**src/rtl/wb_cmd_master_pkg.sv**
```systemverilog
// Shared state type and constants for the Wishbone command master and its timeout counter.
package wb_cmd_master_pkg;

   typedef enum logic [1:0] {
      IDLE,
      WDATA,
      BUS,
      RSP
   } state_t;

   localparam int unsigned WB_STRIDE = 4;

   // Wide enough for the largest TIMEOUT the master accepts (1023).
   localparam int TIMEOUT_MAX = 1023;
   localparam int TO_W = $clog2(TIMEOUT_MAX + 1);

endpackage

```
**src/rtl/wb_cmd_master_if.sv**
```systemverilog
// Command, write-data and read-response streams plus the Wishbone initiator bus.
interface wb_cmd_master_if;

   logic        cmd_valid;
   logic        cmd_ready;
   logic        cmd_we;
   logic [31:0] cmd_adr;
   logic [3:0]  cmd_sel;
   logic [7:0]  cmd_len;

   logic        wr_valid;
   logic        wr_ready;
   logic [31:0] wr_data;

   logic        rd_valid;
   logic        rd_ready;
   logic [31:0] rd_data;

   logic        done;
   logic        err;

   logic        wbm_cyc_o;
   logic        wbm_stb_o;
   logic        wbm_we_o;
   logic [3:0]  wbm_sel_o;
   logic [31:0] wbm_adr_o;
   logic [31:0] wbm_dat_o;
   logic [31:0] wbm_dat_i;
   logic        wbm_ack_i;

   modport master (
      input  cmd_valid, cmd_we, cmd_adr, cmd_sel, cmd_len,
      input  wr_valid, wr_data, rd_ready, wbm_dat_i, wbm_ack_i,
      output cmd_ready, wr_ready, rd_valid, rd_data, done, err,
      output wbm_cyc_o, wbm_stb_o, wbm_we_o, wbm_sel_o, wbm_adr_o, wbm_dat_o
   );

   modport slave (
      output cmd_valid, cmd_we, cmd_adr, cmd_sel, cmd_len,
      output wr_valid, wr_data, rd_ready, wbm_dat_i, wbm_ack_i,
      input  cmd_ready, wr_ready, rd_valid, rd_data, done, err,
      input  wbm_cyc_o, wbm_stb_o, wbm_we_o, wbm_sel_o, wbm_adr_o, wbm_dat_o
   );

endinterface

```
**src/rtl/wb_cmd_master_timeout_cnt.sv**
```systemverilog
// Per-beat ack watchdog: counts bus cycles spent waiting for ack.
module wbm_timeout_cnt
   import wb_cmd_master_pkg::*;
#(
   parameter int TIMEOUT = 64
) (
   input  logic clk,
   input  logic rst,
   input  logic clear,
   input  logic run,
   output logic expired
);

   logic [TO_W-1:0] count;

   always_ff @(posedge clk) begin
      if (rst || clear) begin
         count <= '0;
      end else if (run) begin
         count <= count + TO_W'(1);
      end
   end

   // Raised in the cycle whose increment brings the count to TIMEOUT, so the
   // abort lands on that same edge; an ack holds run low and therefore wins.
   assign expired = run && (count == TO_W'(TIMEOUT - 1));

endmodule

```
**src/rtl/wb_cmd_master.sv**
```systemverilog
// Wishbone classic-cycle initiator: turns command and write-data streams into single or
// incrementing-burst bus beats, returns read data, and aborts a beat on ack timeout.
module wb_cmd_master
   import wb_cmd_master_pkg::*;
#(
   parameter int TIMEOUT = 64
) (
   input logic             clk,
   input logic             rst,
   wb_cmd_master_if.master bus
);

   state_t     state;
   logic [7:0] beats;
   logic       last_beat;
   logic       to_clear;
   logic       to_run;
   logic       to_expired;

   assign bus.cmd_ready = (state == IDLE) && !rst;
   assign bus.wr_ready  = (state == WDATA) && !rst;

   // The counter sits at zero outside BUS, so every beat starts from a fresh count.
   assign to_clear = (state != BUS);
   assign to_run   = (state == BUS) && !bus.wbm_ack_i;

   wbm_timeout_cnt #(
      .TIMEOUT(TIMEOUT)
   ) u_timeout (
      .clk    (clk),
      .rst    (rst),
      .clear  (to_clear),
      .run    (to_run),
      .expired(to_expired)
   );

   always_ff @(posedge clk) begin
      if (rst) begin
         state         <= IDLE;
         beats         <= '0;
         last_beat     <= 1'b0;
         bus.rd_valid  <= 1'b0;
         bus.rd_data   <= '0;
         bus.done      <= 1'b0;
         bus.err       <= 1'b0;
         bus.wbm_cyc_o <= 1'b0;
         bus.wbm_stb_o <= 1'b0;
         bus.wbm_we_o  <= 1'b0;
         bus.wbm_sel_o <= '0;
         bus.wbm_adr_o <= '0;
         bus.wbm_dat_o <= '0;
      end else begin
         bus.done <= 1'b0;
         bus.err  <= 1'b0;
         case (state)
            IDLE: begin
               if (bus.cmd_valid) begin
                  bus.wbm_we_o  <= bus.cmd_we;
                  bus.wbm_adr_o <= bus.cmd_adr;
                  bus.wbm_sel_o <= bus.cmd_sel;
                  beats         <= bus.cmd_len;
                  if (bus.cmd_we) begin
                     state <= WDATA;
                  end else begin
                     state         <= BUS;
                     bus.wbm_cyc_o <= 1'b1;
                     bus.wbm_stb_o <= 1'b1;
                  end
               end
            end
            WDATA: begin
               if (bus.wr_valid) begin
                  bus.wbm_dat_o <= bus.wr_data;
                  bus.wbm_cyc_o <= 1'b1;
                  bus.wbm_stb_o <= 1'b1;
                  state         <= BUS;
               end
            end
            BUS: begin
               if (bus.wbm_ack_i) begin
                  bus.wbm_stb_o <= 1'b0;
                  bus.wbm_adr_o <= bus.wbm_adr_o + 32'(WB_STRIDE);
                  beats         <= beats - 8'd1;
                  last_beat     <= (beats == 8'd0);
                  if (!bus.wbm_we_o) begin
                     bus.rd_data  <= bus.wbm_dat_i;
                     bus.rd_valid <= 1'b1;
                     state        <= RSP;
                  end else if (beats == 8'd0) begin
                     bus.done      <= 1'b1;
                     bus.wbm_cyc_o <= 1'b0;
                     state         <= IDLE;
                  end else begin
                     state <= WDATA;
                  end
               end else if (to_expired) begin
                  bus.wbm_stb_o <= 1'b0;
                  bus.wbm_cyc_o <= 1'b0;
                  bus.err       <= 1'b1;
                  state         <= IDLE;
               end
            end
            RSP: begin
               // last_beat was captured at the ack, since beats has already moved on.
               if (bus.rd_ready) begin
                  bus.rd_valid <= 1'b0;
                  if (last_beat) begin
                     bus.done      <= 1'b1;
                     bus.wbm_cyc_o <= 1'b0;
                     state         <= IDLE;
                  end else begin
                     bus.wbm_stb_o <= 1'b1;
                     state         <= BUS;
                  end
               end
            end
            default: state <= IDLE;
         endcase
      end
   end

endmodule

```
**src/flat_wrapper.sv**
```systemverilog
// flat-port wrapper written by rule: the top's interface ports become plain ports
module wb_cmd_master_flat import wb_cmd_master_pkg::*;
#(
   parameter int TIMEOUT = 64
)
  (clk, rst, bus_cmd_valid, bus_cmd_we, bus_cmd_adr, bus_cmd_sel, bus_cmd_len, bus_wr_valid, bus_wr_data, bus_rd_ready, bus_wbm_dat_i, bus_wbm_ack_i, bus_cmd_ready, bus_wr_ready, bus_rd_valid, bus_rd_data, bus_done, bus_err, bus_wbm_cyc_o, bus_wbm_stb_o, bus_wbm_we_o, bus_wbm_sel_o, bus_wbm_adr_o, bus_wbm_dat_o);
  wb_cmd_master_if bus_i ();
  input logic clk;
  input logic rst;
  input wire logic [$bits(bus_i.cmd_valid)-1:0] bus_cmd_valid;
  input wire logic [$bits(bus_i.cmd_we)-1:0] bus_cmd_we;
  input wire logic [$bits(bus_i.cmd_adr)-1:0] bus_cmd_adr;
  input wire logic [$bits(bus_i.cmd_sel)-1:0] bus_cmd_sel;
  input wire logic [$bits(bus_i.cmd_len)-1:0] bus_cmd_len;
  input wire logic [$bits(bus_i.wr_valid)-1:0] bus_wr_valid;
  input wire logic [$bits(bus_i.wr_data)-1:0] bus_wr_data;
  input wire logic [$bits(bus_i.rd_ready)-1:0] bus_rd_ready;
  input wire logic [$bits(bus_i.wbm_dat_i)-1:0] bus_wbm_dat_i;
  input wire logic [$bits(bus_i.wbm_ack_i)-1:0] bus_wbm_ack_i;
  output wire logic [$bits(bus_i.cmd_ready)-1:0] bus_cmd_ready;
  output wire logic [$bits(bus_i.wr_ready)-1:0] bus_wr_ready;
  output wire logic [$bits(bus_i.rd_valid)-1:0] bus_rd_valid;
  output wire logic [$bits(bus_i.rd_data)-1:0] bus_rd_data;
  output wire logic [$bits(bus_i.done)-1:0] bus_done;
  output wire logic [$bits(bus_i.err)-1:0] bus_err;
  output wire logic [$bits(bus_i.wbm_cyc_o)-1:0] bus_wbm_cyc_o;
  output wire logic [$bits(bus_i.wbm_stb_o)-1:0] bus_wbm_stb_o;
  output wire logic [$bits(bus_i.wbm_we_o)-1:0] bus_wbm_we_o;
  output wire logic [$bits(bus_i.wbm_sel_o)-1:0] bus_wbm_sel_o;
  output wire logic [$bits(bus_i.wbm_adr_o)-1:0] bus_wbm_adr_o;
  output wire logic [$bits(bus_i.wbm_dat_o)-1:0] bus_wbm_dat_o;
  assign bus_i.cmd_valid = bus_cmd_valid;
  assign bus_i.cmd_we = bus_cmd_we;
  assign bus_i.cmd_adr = bus_cmd_adr;
  assign bus_i.cmd_sel = bus_cmd_sel;
  assign bus_i.cmd_len = bus_cmd_len;
  assign bus_i.wr_valid = bus_wr_valid;
  assign bus_i.wr_data = bus_wr_data;
  assign bus_i.rd_ready = bus_rd_ready;
  assign bus_i.wbm_dat_i = bus_wbm_dat_i;
  assign bus_i.wbm_ack_i = bus_wbm_ack_i;
  assign bus_cmd_ready = bus_i.cmd_ready;
  assign bus_wr_ready = bus_i.wr_ready;
  assign bus_rd_valid = bus_i.rd_valid;
  assign bus_rd_data = bus_i.rd_data;
  assign bus_done = bus_i.done;
  assign bus_err = bus_i.err;
  assign bus_wbm_cyc_o = bus_i.wbm_cyc_o;
  assign bus_wbm_stb_o = bus_i.wbm_stb_o;
  assign bus_wbm_we_o = bus_i.wbm_we_o;
  assign bus_wbm_sel_o = bus_i.wbm_sel_o;
  assign bus_wbm_adr_o = bus_i.wbm_adr_o;
  assign bus_wbm_dat_o = bus_i.wbm_dat_o;
  wb_cmd_master #(.TIMEOUT(TIMEOUT)) u_core (.clk(clk), .rst(rst), .bus(bus_i));
endmodule
```
**config.mk**
```make
export PLATFORM = sky130hd
export DESIGN_NAME = wb_cmd_master_flat
export DESIGN_NICKNAME = d
export VERILOG_FILES = /design/src/rtl/wb_cmd_master_pkg.sv /design/src/rtl/wb_cmd_master_if.sv /design/src/rtl/wb_cmd_master_timeout_cnt.sv /design/src/rtl/wb_cmd_master.sv /design/src/flat_wrapper.sv
export SDC_FILE = /design/constraint.sdc
export NUM_CORES = 1
export LEC_CHECK = 0
export CORE_MARGIN = 1.5
export CORE_UTILIZATION = 37
export CTS_BUF_LIST = sky130_fd_sc_hd__clkbuf_4
export CTS_CLUSTER_SIZE = 14
export DETAILED_ROUTE_END_ITERATION = 6
export DONT_BUFFER_PORTS = 1
export GPL_TIMING_DRIVEN = 0
export HOLD_SLACK_MARGIN = 0.12
export PLACE_DENSITY = 0.5
export SLEW_MARGIN = 20
export SYNTH_ARGS = -nofsm -noshare
export SYNTH_HDL_FRONTEND = slang
export SYNTH_SLANG_ARGS = --single-unit
```
**constraint.sdc**
```tcl
create_clock -name clk -period 5.38 [get_ports clk]
set_clock_uncertainty 0.15 [all_clocks]
set_input_delay 1.076 -clock clk [delete_from_list [all_inputs] [get_ports clk]]
set_output_delay 1.076 -clock clk [all_outputs]
set_load 0.01 [all_outputs]
```
==> results of run 1 <==
path summary, 6_finish.rpt:
check	to	startpoint	cells past startpoint	slack (ps)
worst min register to register	u_core.beats[6]	u_core.beats[6]	2	350
worst max register to register	u_core.beats[6]	u_core.state[0]	7	2680
worst min-delay path	u_core.beats[6]	u_core.beats[6]	2	350
worst max-delay path	bus_wr_ready	rst	3	1880
layout by cell type (no fill, tap or decap), drive strengths merged, types with 7 or more instances in the layout:
cell	synthesis	layout
nor3	24	24
or3	7	7
a21oi	102	102
mux2i	8	8
inv	5	12
nor2	45	45
a31oi	8	8
nand4	8	8
dfxtp	127	127
clkbuf	42	60
buf	12	12
o31ai	7	7
a211oi	10	10
nand2	195	195
o21ai	24	24
nor4	8	8
nand3	28	28
per-layer routing:
metal,wire (um),track usage (%)
met3,1610,7.10
met4,468,9.85
met2,9060,36.1
met1,7970,28.6
met5,0,0
cells by family (layout without fill, tap and decap cells):
family          Yosys count  count (layout)  share of synthesized area [%]
flops                   127             127                           44.1
xor+xnor                  8               8                           1.22
compound gates          189             189                           19.4
fa+ha+maj                 3               3                          0.652
mux                      11              11                           1.98
other cells               0               2                              0
simple gates            356             356                           28.6
buf+inv                  59              91                           4.08
registers in the layout, indices dropped and copies added (netlist names):
register / cells
u_core.bus.rd_data: 32
u_core.bus.wbm_adr_o: 32
u_core.bus.wbm_dat_o: 32
u_core.u_timeout.count: 10
u_core.beats: 8
u_core.bus.wbm_sel_o: 4
u_core.state: 2
u_core.bus.done: 1
u_core.bus.err: 1
u_core.bus.rd_valid: 1
u_core.bus.wbm_cyc_o: 1
u_core.bus.wbm_stb_o: 1
u_core.bus.wbm_we_o: 1
u_core.last_beat: 1
area by class of cell:
type,count,area (um^2)
fill,1611,8910
tap,188,235
buffer,54,216
clock inverter,14,156
antenna,2,5.00
sequential,127,2540
multi-input combinational,567,2980
inverter,5,18.8
clock buffer,18,135
report_power, final:
part	leakage, nW	switching [mW]	internal, mW	total (mW)
clock network	0.161	0.404	0.291	0.694
registers	1.03	0.156	1.04	1.19
logic	0.891	0.363	0.190	0.553
total	2.09	0.923	1.52	2.44
metrics by stage:
step           setup WS [ps]  cell area, um^2
6_report                1880             6290
5_1_grt                 1760             6290
4_1_cts                 1860             6290
3_5_place_dp            1870             6000
3_3_place_gp            1920             6000
2_1_floorplan           2450             5760
worst max-delay path: stages:
cell,delay [ps]
clkbuf_1,430
clkbuf_1,540
nor3_1,220
==> metrics.log, run 1 <==
[metrics] Hold Fails Final Rpt: 0
[metrics] TritonCTS clock tree: built
[metrics] P&R area growth vs syn: 9.23%
[metrics] total DRC errors in the routed layout: 0
[metrics] H-tree depth: 4
[metrics] all-layer global routing usage: a little under a quarter
[metrics] Finished Layout Cells: approximately 1000
[metrics] clock insertion delay at the later pin of the skew report: ~570 ps
[metrics] Syn Std Cell Area: ~0.0058 mm^2
[metrics] post-route minimum period: about 3500 ps
[metrics] max-slew violation total from the final report: 0
[metrics] cell accounting for the most synthesized area: dfxtp_1
[metrics] primary flip-flop cell chosen by synthesis mapping: dfxtp_1
[metrics] classification of the worst setup path: primary input to output port
[metrics] Pwr Total: between 2 and 2.5 mW
[metrics] cell count after synthesis: 753
[metrics] critical path data arrival time: 2270 ps
[metrics] unique cell type count in the Yosys netlist: between 60 and 70
[metrics] HPWL after DPL: about 14000 um
[metrics] die boundary width: 128 um
[metrics] launching element type of the critical path: primary input
[metrics] maximum clock path buffer count: 2
[metrics] final weighted congestion of routability-driven global placement: between 0.8 and 0.9
[metrics] Core Area: 0.0152 mm^2
[metrics] Clock Tree Root: clkbuf_4
[metrics] top cell types by occurrence after synthesis: nand2_1, dfxtp_1, a21oi_1, nor2_1, clkbuf_1
[metrics] DRT Wirelength: 19100 um
[metrics] Crit path required time: 4150 ps
[metrics] actual transition at the worst max-transition pin: approximately 900 ps
[metrics] effective utilization at floorplan: between 30 and 40%
[metrics] portion of the post-synthesis area used by sequential elements: between 40% and 50%
[metrics] placed cell count: roughly 940
[metrics] global-route wire length before repair: 28400 um
[metrics] top cells by area, synth: dfxtp_1, nand2_1, a21oi_1
[metrics] Layout Nets: between 800 and 900
[metrics] Relative slew margins: roughly two fifths
[metrics] final setup fails: 0
[metrics] total nets after synthesis: between 800 and 900
[metrics] detailed-route wire length per cell: ~20 um
[metrics] number of buffers inserted by hold repair at cts: 0
[metrics] Avg Cell Area, Syn: ~7.7 um^2
[metrics] clock-pin slew reported for the worst setup and hold paths after clock tree synthesis: roughly 120 ps
[metrics] ratio of cells with drive above 1 in the final layout: under 10%
[metrics] global route total overflow: 0
[metrics] end-of-flow core utilization: approximately two fifths
[metrics] maximum number of pins on one net before global-route repair: 17
[metrics] fraction of synthesis flops using an asynchronous set or reset pin: 0%
[metrics] count of buffers from port buffering: 0
[metrics] VDD IR-drop max: around 0.12 mV
[metrics] Die Y-Extent: around 130 um
[metrics] antenna violations before repair: 1
[metrics] Synth top area share: between 40% and 50%
[metrics] Ports: 223
[metrics] number of CTS-inserted buffers: 17
[metrics] Post-synth EDFFs: 0
[metrics] Pwr per Cell Area: slightly below 400 mW/mm^2
[metrics] critical path peak fanout: 10
[metrics] Pleak: between 2 and 2.5 nW
[metrics] post-CTS setup buffer count: 0
[metrics] share of the clock period used by the worst path after layout: ~65%
[metrics] die area: about 0.016 mm^2
[metrics] Antenna Violating Nets Remaining: 0
[metrics] Yosys warning total: 0
[metrics] Worst Hold Slack: 347 ps
[metrics] number of vias after detailed routing: approximately 5600
[metrics] most frequent cell after synthesis: nand2_1
[metrics] number of clock sinks: around 130
[metrics] RSZ-0062 raised after global routing: no
[metrics] final sum of negative setup slack: 0 ps
[metrics] number of global-route vias before repair: between 5000 and 6000
[metrics] post-cts resize count: 0
[metrics] Achievable Freq: 286 MHz
[metrics] count of maximum capacitance violations: 0
[metrics] Placement Rows: between 40 and 50
[metrics] endpoint type of the worst setup path: output port
[metrics] Hold/Removal Path Class: register to register
[metrics] synthesized flop and latch total: around 130
[metrics] result of the run: completed
[metrics] first-iteration detailed-routing DRC count: 420
[metrics] First-pass DRT Iterations: 5
[metrics] vias per inst: between 5 and 6
No activity file was read; power rests on OpenSTA's default activity.
==> run 2: changes to the inputs <==
Settings changed: PLACE_DENSITY 0.5 to 0.52.
Clock period 5.38 ns to 3.1 ns, I/O delays scaled along.
==> metrics.log, run 2 (synthesized netlist as in run 1, its figures left out) <==
[metrics] count of buffers from port buffering: 0 (unchanged)
[metrics] global route total overflow: 0 (unchanged)
[metrics] fin worst setup slack: 301 ps (-1580 ps)
[metrics] highest-count cells in the layout ignoring fill and taps: nand2_1, dfxtp_1, a21oi_1
[metrics] number of global-route vias before repair: 5706 (+10%)
[metrics] RSZ-0062 raised after global routing: no
[metrics] Die Y-Extent: 128 um (unchanged)
[metrics] maximum number of pins on one net before global-route repair: 17 (unchanged)
[metrics] DRT Wirelength: 19800 um (+3.8%)
[metrics] pre-CTS setup slack: 373 ps (-1500 ps)
[metrics] die area: 0.0163 mm^2 (unchanged)
[metrics] CP Cell Sequence: buf_2 -> buf_1 -> inv_1 -> nor3_2
[metrics] clock-pin slew reported for the worst setup and hold paths after clock tree synthesis: 140 ps (+20 ps)
[metrics] endpoint type of the worst setup path: output port
[metrics] worst r2r path cells: 7 (unchanged)
[metrics] critical path data arrival time: 2030 ps (-240 ps)
[metrics] Layout Nets: 977 (+9.8%)
[metrics] Placement Rows: 45 (unchanged)
[metrics] maximum clock path buffer count: 2 (unchanged)
[metrics] Achievable Freq: 357 MHz
[metrics] number of vias after detailed routing: 5898 (+5.4%)
[metrics] H-tree depth: 4 (unchanged)
[metrics] critical path peak fanout: 10 (unchanged)
[metrics] Max stage delay on crit path: 390 ps (-150 ps)
[metrics] Pleak: 2.44 nW (+17%)
[metrics] total DRC errors in the routed layout: 0 (unchanged)
[metrics] Pwr per Cell Area: 599 mW/mm^2 (+55%)
[metrics] First-pass DRT Iterations: 5 (unchanged)
[metrics] Antenna Violating Nets Remaining: 0 (unchanged)
[metrics] first-iteration detailed-routing DRC count: 334 (-20%)
[metrics] antenna violations before repair: 1 (unchanged)
[metrics] registers with the most flip-flops: u_core.bus.rd_data x32, u_core.bus.wbm_adr_o x32, u_core.bus.wbm_dat_o x32
[metrics] final setup fails: 0 (unchanged)
[metrics] final sum of negative setup slack: 0 ps (unchanged)
[metrics] all-layer global routing usage: 23.8% (+0.96 points)
[metrics] Worst Hold Slack: 169 ps (-178 ps)
[metrics] result of the run: completed
[metrics] TritonCTS clock tree: built
[metrics] vias per inst: 5.56 (-3.1%)
[metrics] classification of the worst setup path: register to output port
[metrics] count of maximum capacitance violations: 0 (unchanged)
[metrics] HPWL after DPL: 14100 um (+0.71%)
[metrics] placed cell areas: 0.00600 mm^2 (unchanged)
[metrics] Hold Fails Final Rpt: 0 (unchanged)
[metrics] actual transition at the worst max-transition pin: 919 ps (+31.7 ps)
[metrics] number of clock sinks: 127 (unchanged)
[metrics] launching element type of the critical path: register
[metrics] Relative slew margins: 38.5% (-2.1 points)
[metrics] CP max stage cell: buf_1
[metrics] final weighted congestion of routability-driven global placement: 0.877 (+3.7%)
[metrics] Core Area: 0.0152 mm^2 (unchanged)
[metrics] leading cell type in the layout, fill and taps excluded: nand2_1
[metrics] number of CTS-inserted buffers: 17 (unchanged)
[metrics] Hold/Removal Path Class: primary input to register
[metrics] Crit path required time: 2330 ps (-1820 ps)
[metrics] end-of-flow core utilization: 47.0% (+5.6 points)
[metrics] VDD IR-drop max: 0.274 mV (+120%)
[metrics] detailed-route wire length per cell: 18.7 um (-4.6%)
[metrics] Fillers: 1557 (-3.4%)
[metrics] global-route wire length before repair: 30000 um (+5.4%)
[metrics] die boundary width: 128 um (unchanged)
[metrics] ratio of cells with drive above 1 in the final layout: 5.96% (-0.53 points)
[metrics] effective utilization at floorplan: 37.9% (unchanged)
[metrics] post-route minimum period: between 2000 and 3000 ps
[metrics] clock insertion delay at the later pin of the skew report: 550 ps (-20 ps)
[metrics] Ports: 223 (unchanged)
[metrics] max-slew violation total from the final report: 0 (unchanged)
[metrics] Clock Tree Root: clkbuf_4
[metrics] P&R area growth vs syn: 24.1%
[metrics] Layout Cell Area excl Fill: 0.00715 mm^2 (+14%)
[metrics] WHS Path Cells: 2 (unchanged)
[metrics] share of the clock period used by the worst path after layout: 90.3%
[run 2: cell types whose count changed in the layout (fill, tap and decap cells not counted)]
cell	change
inv_8	+1
dlygate4sd3_1	+87
bufinv_16	-1
clkbuf_4	-1
nor3_1	-1
diode_2	-1
nor3_2	+1
inv_6	+1
[run 2: layout make-up]
| cell class | instances | area [um^2] | share of cell area (%) |
|---|---|---|---|
| clock buffer | 17 | 128 | 1.79 |
| buffer | 54 | 216 | 3.03 |
| timing repair buffer | 87 | 871 | 12.2 |
| inverter | 5 | 18.8 | 0.263 |
| antenna | 1 | 2.50 | 0.0350 |
| multi-input combinational | 567 | 2990 | 41.8 |
| clock inverter | 15 | 146 | 2.05 |
| tap | 188 | 235 | 3.29 |
| sequential | 127 | 2540 | 35.6 |
[run 2: stage by stage]
| step | std cells | total power [mW] |
|---|---|---|
| global placement | 941 | 3.03 |
| detailed placement | 941 | 3.06 |
| floorplan | 753 | 2.74 |
| finish | 1061 | 4.28 |
| global route | 1061 | 4.53 |
| CTS | 1060 | 4.30 |
[run 2: what timing repair did]
item                                    4_1_cts  5_1_grt
resized for setup                             0        1
hold buffers                                 87        0
endpoints found under the setup margin        0        1
setup buffers                                 0        0
endpoints found under the hold margin        90        0
[run 2: final timing paths]
path | startpoint | slack, ps | endpoint
max | u_core.state[0] | 300 | bus_wr_ready
min | bus_cmd_len[5] | 170 | u_core.beats[5]
max reg2reg | u_core.state[0] | 370 | u_core.beats[6]
min reg2reg | u_core.bus.wbm_dat_o[21] | 360 | u_core.bus.wbm_dat_o[21]
[run 2: layer usage]
metal | GRT usage, % | routed length (um)
met3 | 7.64 | 1440
met1 | 28.5 | 8270
met5 | 0 | 0
met2 | 40.1 | 9780
met4 | 8.20 | 336
[run 2: report_power, final]
| group | switching (mW) | internal (mW) |
|---|---|---|
| sequential | 0.272 | 1.80 |
| clock | 0.727 | 0.423 |
| combinational | 0.659 | 0.403 |
[run 2: worst max-delay path, delay by kind of cell, from the launching register on]
family,cells,cell delay (ps)
buffers and inverters,3,800
flip-flops,1,330
AND/OR/NAND/NOR,1,350
